File: src/rtl/rs_pkg.sv
// rs_pkg: shared constants and FSM state types for the RS de-interleave scheduler
package rs_pkg;
    localparam int I_DEPTH    = 4;
    localparam int CW_LEN     = 255;
    localparam int FRAME_LEN  = I_DEPTH * CW_LEN;
    localparam int CW_IDX_W   = 2;
    localparam int SYM_ADDR_W = 8;
    localparam int POS_W      = CW_IDX_W + SYM_ADDR_W;

    typedef enum logic [1:0] {W_IDLE, W_FILL, W_SKIP} wr_state_t;
    typedef enum logic [1:0] {D_IDLE, D_START, D_WAIT} dec_state_t;
endpackage

File: src/rtl/rs_deint_scheduler_if.sv
// rs_deint_scheduler_if: byte stream in, bank write bus, RS decoder handshake and status.
// master drives the stream and decoder responses; slave is the scheduler.
interface rs_deint_scheduler_if;
    import rs_pkg::*;
    logic                  new_cvcdu;
    logic                  symbol_valid_in;
    logic [7:0]            symbol_in;
    logic                  wr_en_out;
    logic                  wr_bank_out;
    logic [CW_IDX_W-1:0]   wr_cw_out;
    logic [SYM_ADDR_W-1:0] wr_addr_out;
    logic [7:0]            wr_data_out;
    logic                  dec_start_out;
    logic                  dec_bank_out;
    logic [CW_IDX_W-1:0]   dec_cw_out;
    logic                  dec_ready_in;
    logic                  dec_done_in;
    logic                  frame_drop_out;
    logic                  short_frame_out;
    logic                  busy_out;

    modport master (
        output new_cvcdu, symbol_valid_in, symbol_in, dec_ready_in, dec_done_in,
        input  wr_en_out, wr_bank_out, wr_cw_out, wr_addr_out, wr_data_out,
               dec_start_out, dec_bank_out, dec_cw_out, frame_drop_out, short_frame_out, busy_out
    );
    modport slave (
        input  new_cvcdu, symbol_valid_in, symbol_in, dec_ready_in, dec_done_in,
        output wr_en_out, wr_bank_out, wr_cw_out, wr_addr_out, wr_data_out,
               dec_start_out, dec_bank_out, dec_cw_out, frame_drop_out, short_frame_out, busy_out
    );
endinterface

File: src/rtl/rs_dispatch_fsm.sv
// rs_dispatch_fsm: hands the four codewords of each full bank to the RS decoder, oldest bank first.
// Ports: clk/rst; full[1:0] bank-full flags in; dec_ready/dec_done decoder handshake in;
// dec_start/dec_bank/dec_cw to the decoder; free_pulse/free_bank release a decoded bank.
module rs_dispatch_fsm
    import rs_pkg::*;
(
    input  logic                clk,
    input  logic                rst,
    input  logic [1:0]          full,
    input  logic                dec_ready,
    input  logic                dec_done,
    output logic                dec_start,
    output logic                dec_bank,
    output logic [CW_IDX_W-1:0] dec_cw,
    output logic                free_pulse,
    output logic                free_bank
);
    dec_state_t          state, state_n;
    logic                rd_bank, rd_bank_n;
    logic [CW_IDX_W-1:0] cw, cw_n;

    always_ff @(posedge clk or posedge rst)
        if (rst) begin
            state   <= D_IDLE;
            rd_bank <= 1'b0;
            cw      <= '0;
        end else begin
            state   <= state_n;
            rd_bank <= rd_bank_n;
            cw      <= cw_n;
        end

    always_comb begin
        state_n    = state;
        rd_bank_n  = rd_bank;
        cw_n       = cw;
        dec_start  = 1'b0;
        free_pulse = 1'b0;
        case (state)
            D_IDLE:
                if (full[rd_bank]) begin
                    cw_n    = '0;
                    state_n = D_START;
                end
            D_START:
                if (dec_ready) begin
                    dec_start = 1'b1;
                    state_n   = D_WAIT;
                end
            D_WAIT:
                if (dec_done) begin
                    if (cw == CW_IDX_W'(I_DEPTH - 1)) begin
                        free_pulse = 1'b1;
                        rd_bank_n  = ~rd_bank;
                        state_n    = D_IDLE;
                    end else begin
                        cw_n    = cw + CW_IDX_W'(1);
                        state_n = D_START;
                    end
                end
            default: state_n = D_IDLE;
        endcase
    end

    // bank/cw are registers that only move in IDLE or on done, so they hold through each decode
    assign dec_bank  = rd_bank;
    assign dec_cw    = cw;
    assign free_bank = rd_bank;
endmodule

File: src/rtl/rs_deint_scheduler.sv
// rs_deint_scheduler: de-interleaves CVCDU bytes into ping-pong codeword banks and schedules RS decoding.
// Ports: clk_in, rst_in (async, active high); bus (slave): byte stream in, registered bank write
// strobe/bank/cw/addr/data, decoder start/bank/cw with ready/done, drop/short pulses, busy.
module rs_deint_scheduler
    import rs_pkg::*;
(
    input logic                 clk_in,
    input logic                 rst_in,
    rs_deint_scheduler_if.slave bus
);
    wr_state_t        state, state_n;
    logic [POS_W-1:0] pos, pos_n, cur_pos;
    logic [1:0]       full, full_n;
    logic             wr_bank, wr_bank_n;
    logic             start_ok, drop, short_n, acc, last;
    logic             free_pulse, free_bank;

    always_comb begin
        // in FILL the bank being written is never full, so start_ok also covers the restart case
        start_ok  = bus.new_cvcdu && !full[wr_bank];
        drop      = bus.new_cvcdu && full[wr_bank];
        short_n   = bus.new_cvcdu && state == W_FILL;
        acc       = bus.symbol_valid_in && (state == W_FILL || start_ok);
        cur_pos   = start_ok ? '0 : pos;
        last      = acc && cur_pos == POS_W'(FRAME_LEN - 1);
        state_n   = state;
        pos_n     = pos;
        wr_bank_n = wr_bank;
        full_n    = full;
        if (free_pulse)
            full_n[free_bank] = 1'b0;
        if (drop)
            state_n = W_SKIP;
        else if (start_ok) begin
            state_n = W_FILL;
            pos_n   = '0;
        end
        if (acc)
            pos_n = cur_pos + POS_W'(1);
        if (last) begin
            full_n[wr_bank] = 1'b1;
            wr_bank_n       = ~wr_bank;
            state_n         = W_IDLE;
            pos_n           = '0;
        end
    end

    always_ff @(posedge clk_in or posedge rst_in)
        if (rst_in) begin
            state               <= W_IDLE;
            pos                 <= '0;
            full                <= '0;
            wr_bank             <= 1'b0;
            bus.wr_en_out       <= 1'b0;
            bus.wr_bank_out     <= 1'b0;
            bus.wr_cw_out       <= '0;
            bus.wr_addr_out     <= '0;
            bus.wr_data_out     <= '0;
            bus.frame_drop_out  <= 1'b0;
            bus.short_frame_out <= 1'b0;
        end else begin
            state               <= state_n;
            pos                 <= pos_n;
            full                <= full_n;
            wr_bank             <= wr_bank_n;
            bus.wr_en_out       <= acc;
            bus.frame_drop_out  <= drop;
            bus.short_frame_out <= short_n;
            if (acc) begin
                bus.wr_bank_out <= wr_bank;
                bus.wr_cw_out   <= cur_pos[CW_IDX_W-1:0];
                bus.wr_addr_out <= cur_pos[POS_W-1:CW_IDX_W];
                bus.wr_data_out <= bus.symbol_in;
            end
        end

    assign bus.busy_out = state == W_FILL || |full;

    rs_dispatch_fsm u_dispatch (
        .clk        (clk_in),
        .rst        (rst_in),
        .full       (full),
        .dec_ready  (bus.dec_ready_in),
        .dec_done   (bus.dec_done_in),
        .dec_start  (bus.dec_start_out),
        .dec_bank   (bus.dec_bank_out),
        .dec_cw     (bus.dec_cw_out),
        .free_pulse (free_pulse),
        .free_bank  (free_bank)
    );
endmodule

File: src/flat_wrapper.sv
// flat-port wrapper written by rule: the top's interface ports become plain ports
module rs_deint_scheduler_flat import rs_pkg::*;
  (clk_in, rst_in, bus_new_cvcdu, bus_symbol_valid_in, bus_symbol_in, bus_dec_ready_in, bus_dec_done_in, bus_wr_en_out, bus_wr_bank_out, bus_wr_cw_out, bus_wr_addr_out, bus_wr_data_out, bus_dec_start_out, bus_dec_bank_out, bus_dec_cw_out, bus_frame_drop_out, bus_short_frame_out, bus_busy_out);
  rs_deint_scheduler_if bus_i ();
  input logic clk_in;
  input logic rst_in;
  input wire logic [$bits(bus_i.new_cvcdu)-1:0] bus_new_cvcdu;
  input wire logic [$bits(bus_i.symbol_valid_in)-1:0] bus_symbol_valid_in;
  input wire logic [$bits(bus_i.symbol_in)-1:0] bus_symbol_in;
  input wire logic [$bits(bus_i.dec_ready_in)-1:0] bus_dec_ready_in;
  input wire logic [$bits(bus_i.dec_done_in)-1:0] bus_dec_done_in;
  output wire logic [$bits(bus_i.wr_en_out)-1:0] bus_wr_en_out;
  output wire logic [$bits(bus_i.wr_bank_out)-1:0] bus_wr_bank_out;
  output wire logic [$bits(bus_i.wr_cw_out)-1:0] bus_wr_cw_out;
  output wire logic [$bits(bus_i.wr_addr_out)-1:0] bus_wr_addr_out;
  output wire logic [$bits(bus_i.wr_data_out)-1:0] bus_wr_data_out;
  output wire logic [$bits(bus_i.dec_start_out)-1:0] bus_dec_start_out;
  output wire logic [$bits(bus_i.dec_bank_out)-1:0] bus_dec_bank_out;
  output wire logic [$bits(bus_i.dec_cw_out)-1:0] bus_dec_cw_out;
  output wire logic [$bits(bus_i.frame_drop_out)-1:0] bus_frame_drop_out;
  output wire logic [$bits(bus_i.short_frame_out)-1:0] bus_short_frame_out;
  output wire logic [$bits(bus_i.busy_out)-1:0] bus_busy_out;
  assign bus_i.new_cvcdu = bus_new_cvcdu;
  assign bus_i.symbol_valid_in = bus_symbol_valid_in;
  assign bus_i.symbol_in = bus_symbol_in;
  assign bus_i.dec_ready_in = bus_dec_ready_in;
  assign bus_i.dec_done_in = bus_dec_done_in;
  assign bus_wr_en_out = bus_i.wr_en_out;
  assign bus_wr_bank_out = bus_i.wr_bank_out;
  assign bus_wr_cw_out = bus_i.wr_cw_out;
  assign bus_wr_addr_out = bus_i.wr_addr_out;
  assign bus_wr_data_out = bus_i.wr_data_out;
  assign bus_dec_start_out = bus_i.dec_start_out;
  assign bus_dec_bank_out = bus_i.dec_bank_out;
  assign bus_dec_cw_out = bus_i.dec_cw_out;
  assign bus_frame_drop_out = bus_i.frame_drop_out;
  assign bus_short_frame_out = bus_i.short_frame_out;
  assign bus_busy_out = bus_i.busy_out;
  rs_deint_scheduler u_core (.clk_in(clk_in), .rst_in(rst_in), .bus(bus_i));
endmodule
File: config.mk
export PLATFORM = sky130hd
export DESIGN_NAME = rs_deint_scheduler_flat
export DESIGN_NICKNAME = d
export VERILOG_FILES = /design/src/rtl/rs_pkg.sv /design/src/rtl/rs_deint_scheduler_if.sv /design/src/rtl/rs_dispatch_fsm.sv /design/src/rtl/rs_deint_scheduler.sv /design/src/flat_wrapper.sv
export SDC_FILE = /design/constraint.sdc
export NUM_CORES = 1
export LEC_CHECK = 0
export CAP_MARGIN = 20
export CORE_AREA = 3 3 86 55
export DETAILED_ROUTE_END_ITERATION = 7
export DIE_AREA = 0 0 89 58
export PLACE_DENSITY_LB_ADDON = 0.08
export SLEW_MARGIN = 15
export SYNTH_ARGS = -nofsm -noshare
export SYNTH_HDL_FRONTEND = slang
export SYNTH_HIERARCHICAL = 1
export SYNTH_SLANG_ARGS = --single-unit
File: constraint.sdc
create_clock -name clk_in -period 2.7 [get_ports clk_in]
set_input_delay 0.27 -clock clk_in [delete_from_list [all_inputs] [get_ports clk_in]]
set_output_delay 0.27 -clock clk_in [all_outputs]
set_load 0.01 [all_outputs]
* Word-level counts from Yosys, hierarchy flattened
Index checks and enable logic that the tools add are counted.
** Storage, ports and cells
- Register bits :: 42
- Input bits :: 14
- Output and inout bits :: 27
- Word-level logic and storage cells :: 83
** Cells by class
- $add $sub $neg :: 2
- Order comparisons :: 4
- Equal/unequal tests :: 10
- Multiplexer cells :: 31
- Bitwise operators :: 5
- Reductions and logical operators :: 17
** Operators with widths (number)
- 10-bit 2-to-1 mux :: 4
- 2-bit 2-to-1 mux :: 11
- 1-bit 2-to-1 mux :: 12
- 10-bit by 1-bit adder with 10-bit output (second input constant) :: 1
- 10-bit equality test (second input constant) :: 1
- 2-bit inequality test (second input constant) :: 4
- 1-bit logical AND :: 7
- 2-bit case mux with 3 select lines :: 1
- 3-bit AND reduction :: 2
- 2-bit by 1-bit equality test with 1-bit output (second input constant) :: 2
- 2-bit equality test (second input constant) :: 2
- 1-bit by 2-bit less-than comparator with 1-bit output (second input constant) :: 2
- 2-bit case mux with 2 select lines :: 1
- 4-bit AND reduction :: 1
- 3-bit inequality test (second input constant) :: 1
- 3-bit nonzero test :: 1
- 2-bit by 1-bit adder with 2-bit output (second input constant) :: 1
- 2-bit bitwise AND :: 1
- 1-bit demux with 1-bit select :: 2
- 1-bit greater-or-equal comparator (second input constant) :: 2
- 2-bit zero test :: 1
- 1-bit logical OR :: 2
- 1-bit inverter :: 2
- 2-bit inverter :: 1
- other kinds (4) :: 4

* Logic depth before layout (Yosys ltp)
- Depth in word-level cells :: 9
- Depth in mapped cells :: 9

* By module
The synthesis kept the hierarchy.
** By module, submodules not included
- rs_deint_scheduler :: instances 1, cells each 149, area each 1669.1 um2, seq. area each 925.9 um2
- rs_dispatch_fsm :: instances 1, cells each 30, area each 306.5 um2, seq. area each 125.1 um2

* Least setup slack after synthesis
OpenSTA, ideal clock, no wires.
- Path kind :: register to register
- From :: register u_core.wr_bank
- To :: register u_core.pos[6]
- Setup time :: 0.119 ns
- Arrival time :: 2.231 ns
- Data required time :: 2.581 ns
- Slack :: 0.350 ns
- Stages on the path, launching flop included :: 10
- Buffers on the path :: 1
- Cell sequence :: dfrtp_1 -> mux2i_1 -> and2_1 -> nor2_1 -> ha_1 -> and4b_1 -> or4b_1 -> clkbuf_2 -> and3_1 -> o21a_1
** On the way
- Longest elaborated chain between the ends :: 8
** Ends and longest elaborated chain
- start: declaration :: line rs_deint_scheduler.sv:14 : logic wr_bank, wr_bank_n;
- start signal: assignment :: line rs_deint_scheduler.sv:65 : wr_bank <= wr_bank_n;
- 1-bit 2-to-1 mux (not written as such) * (2 in series) :: line rs_deint_scheduler.sv:20 : start_ok = bus.new_cvcdu && !full[wr_bank];
- 1-bit zero test * :: line rs_deint_scheduler.sv:20
- 1-bit logical AND * :: line rs_deint_scheduler.sv:20
- 10-bit 2-to-1 mux *
- via u_core.cur_pos[0] :: line rs_deint_scheduler.sv:12 : logic [POS_W-1:0] pos, pos_n, cur_pos;
- 10-bit by 1-bit adder with 10-bit output / 10-bit equality test (equally long branches) :: line rs_deint_scheduler.sv:39, rs_deint_scheduler.sv:25
- 10-bit 2-to-1 mux / 1-bit logical AND (equally long branches) :: line rs_deint_scheduler.sv:38, rs_deint_scheduler.sv:25
- 10-bit 2-to-1 mux / 3-bit inequality test (equally long branches)
- end signal: assignment :: line rs_deint_scheduler.sv:63 : pos <= pos_n;
- end: declaration :: line rs_deint_scheduler.sv:12
Mark *: on every way through the listed nets, which the timed path passes. The rest lies on a longest branch. The select of a mux whose other input is x is not followed.
A chain may end at the register's enable or synchronous reset.

* Worst setup path after layout
Ends and elaborated chain as after synthesis.

==> metrics <==
status=complete, no violations; DRT iter0 DRCs=129; setup TNS=0 ns; CP arrival=2.70 ns; via/cell ratio=5.587; fin crit period=2.506 ns; net switching power figure=0.2989 mW; syn avg cell area=11.04 um2; first-pass GRT wire length=7.569 mm; Max H-tree Level=2; FILL cells=312; DRC Markers=0; dpl ws=0.0003322 ns; largest net degree at the start of global routing=38; kind of critical path=flip-flop to flip-flop; Worst Path Buf+Inv=0; Clock Power Share=30.9%; worst path cell trace=mux2i_1, and2_1, nor2_1, ha_1, and4b_1, or4b_4, and3_1, o21a_1; Post-Syn Area=1976 um2; Die Y=58 um; grt total ovfl=0; Seq cells post-synth=42; wirelength, routed=4.535 mm; clock tree from TritonCTS=done; vias in the first global route=1,525; # rows=18; Final Util=63.19%; die width=89 um; Critical Path RT=2.89 ns; fmax=0.3991 GHz; Slew @ Worst Pin=0.4724 ns; Port Buffers=40; Hold Fails Final Rpt=0; Clock Tree Root=clkbuf_8; Final Skew=0.004719 ns; Worst Hold Class=input port to async pin; CP endpoint kind=flip-flop; final-stage net count=242; hold slack=0.1988 ns; pins over their slew limit=0; clk slew on worst S/H paths=0.07 ns; Max VDD drop=0.2679 mV; total track usage=19.84%; routed len/inst=16.43 um; Layout Cells excl Fill=276; clk_lat worst skew=0.30 ns; crit path launch type=flip-flop; first-pass detailed-route iteration total=4; Via Count=1,542; critical path's slowest cell=or4b_4; combinational power share=14.4%; proportion of layout cells with a drive suffix above 1=15.93%; io pins=41; main area contributors after synthesis=dfrtp_1 53%, mux2_2 6.8%, and4_1 3.1%, a21o_1 2.7%, a21oi_1 2.3%; initial antenna violation count=0; pwr/cell area=484.4 nW/um2; Reg area=1051 um2; Unique masters post-synth=49; Critical Path Fanout Max=7; gpl congestion=0.8365; Multi-input gate area=844.6 um2; slowest stage delay, CP=0.54 ns; Seq/Total Area, Yosys=53.20%; Initial Util=49.01%; Inst Count DP=269; Post-CTS Hold Buffers=0; Routed Antenna Nets=0; DP HPWL=3.285 mm; Mapped Nets=195; ys async rst share=100.0%; leading area contributor after synthesis=dfrtp_1; area of the core=4031 um2; Slew HR=68.51%; Tcrit/Tclk final=92.81%; area of the die=5162 um2; sequential power share=54.7%; clock sink total=42; Synth Flop Type=dfrtp_1; EDFF count, synth=0; Leakage=1.174 nW; yosys warns=6; top cell type's share of synthesized area=53.20%; area grow syn2layout=28.94%; # Max-Cap Violations=0; Sw Share=24.23%; Setup Fix Bufs, Post-CTS=0; Top Family by Delay on Critical Path=simple AND/OR/NAND/NOR gates; Clock Path Buffers=2; RSZ-0062 raised after global routing=no; CTS Buf Count=5; P_int=0.9350 mW; Post-Syn Instances=179; final setup violating endpoints=0; Ant. Diodes=0; PnR worst setup slack=0.1941 ns
## per-stage QoR
stage / power (mW) / area [um2]
floorplan: 0.7637 / 1976
global placement: 0.8597 / 2467
detailed placement: 0.8661 / 2467
CTS: 1.248 / 2544
global route: 1.301 / 2547
finish: 1.234 / 2547
## power groups by stage
stage | Combinational [mW] | Sequential (mW) | Clock [mW]
final | 0.178 | 0.675 | 0.381
after global routing | 0.193 | 0.679 | 0.429
after CTS | 0.180 | 0.675 | 0.393
after detailed placement | 0.179 | 0.687 | 0
after global placement | 0.175 | 0.685 | 0
after floorplan | 0.0682 | 0.696 | 0
## routing by layer
metal | track usage (%) | vias up | wire [um]
li1 | - | 736 | -
met1 | 27.81 | 734 | 2155
met2 | 29.07 | 70 | 1983
met3 | 7.386 | 2 | 366
met4 | 5.732 | 0 | 30
met5 | 0 | - | 0
## repair_timing
item / 4_1_cts / 5_1_grt
setup endpoints to repair: 0 / 1
hold endpoints to repair: 0 / 0
gates resized for setup: 0 / 1
## cell usage in the layout, fill, tap and decap left out, types with 4 or more instances in the layout
master / count
buf_4: 9
clkdlybuf4s50_1: 40
nand3_1: 5
mux2_2: 12
nand4_1: 4
a21o_1: 7
o21ai_0: 4
clkbuf_8: 5
dfrtp_1: 42
nand2_1: 10
inv_1: 12
a21oi_1: 9
and4_1: 7
nor2_1: 7
## kinds of logic (layout without fill, tap and decap cells)
family,count (synthesis),after routing,synth area share [%]
flops,42,42,53.20
xor+xnor,3,3,1.710
compound gates,35,35,11.72
fa+ha+maj,2,2,1.266
buf+inv,21,68,4.432
mux,15,15,8.360
simple gates,61,61,19.32
## sequential cells by signal, indices dropped and copies added, names as in the netlist
name                        flops
u_core/u_dispatch/dec_bank      1
u_core/bus.wr_addr_out          8
u_core/bus.wr_bank_out          1
u_core/bus.wr_data_out          8
u_core/bus.wr_cw_out            2
u_core/wr_bank                  1
u_core/bus.short_frame_out      1
u_core/bus.wr_en_out            1
u_core/u_dispatch/dec_cw        2
u_core/pos                     10
u_core/full                     2
u_core/u_dispatch/state         2
u_core/bus.frame_drop_out       1
u_core/state                    2
## layout make-up
cell class / count / area share [%]
multi-input combinational: 116 / 33.15
sequential: 42 / 41.26
inverter: 12 / 1.768
timing repair buffer: 49 / 18.37
clock buffer: 7 / 2.996
tap: 50 / 2.456
## cells in the mapped netlist, types with 3 or more instances
master / count
clkbuf_1: 4
o21ai_0: 4
and4_1: 7
nand4_1: 4
mux2i_1: 3
inv_1: 12
and2_1: 3
o22ai_1: 3
nand2_1: 10
a21o_1: 7
nand2b_1: 3
buf_2: 3
a21oi_1: 9
nand3_1: 5
nor2_1: 7
mux2_2: 12
and3_1: 3
dfrtp_1: 42
## path summary, 6_finish.rpt
| kind | to | slack, ns | cells past startpoint | startpoint |
|---|---|---|---|---|
| worst max-delay path | u_core/pos[6] | 0.19 | 8 | u_core/wr_bank |
| worst min-delay path | u_core/u_dispatch/dec_cw[0] | 0.20 | 2 | rst_in |
| worst max register to register | u_core/pos[6] | 0.19 | 8 | u_core/wr_bank |
| worst min register to register | u_core/bus.wr_addr_out[3] | 0.48 | 1 | u_core/bus.wr_addr_out[3] |
| max in group asynchronous | u_core/bus.wr_addr_out[6] | 1.95 | 3 | rst_in |
| min in group clk_in | u_core/bus.wr_addr_out[3] | 0.48 | 1 | u_core/bus.wr_addr_out[3] |
Power figures use the tool's default switching activity.
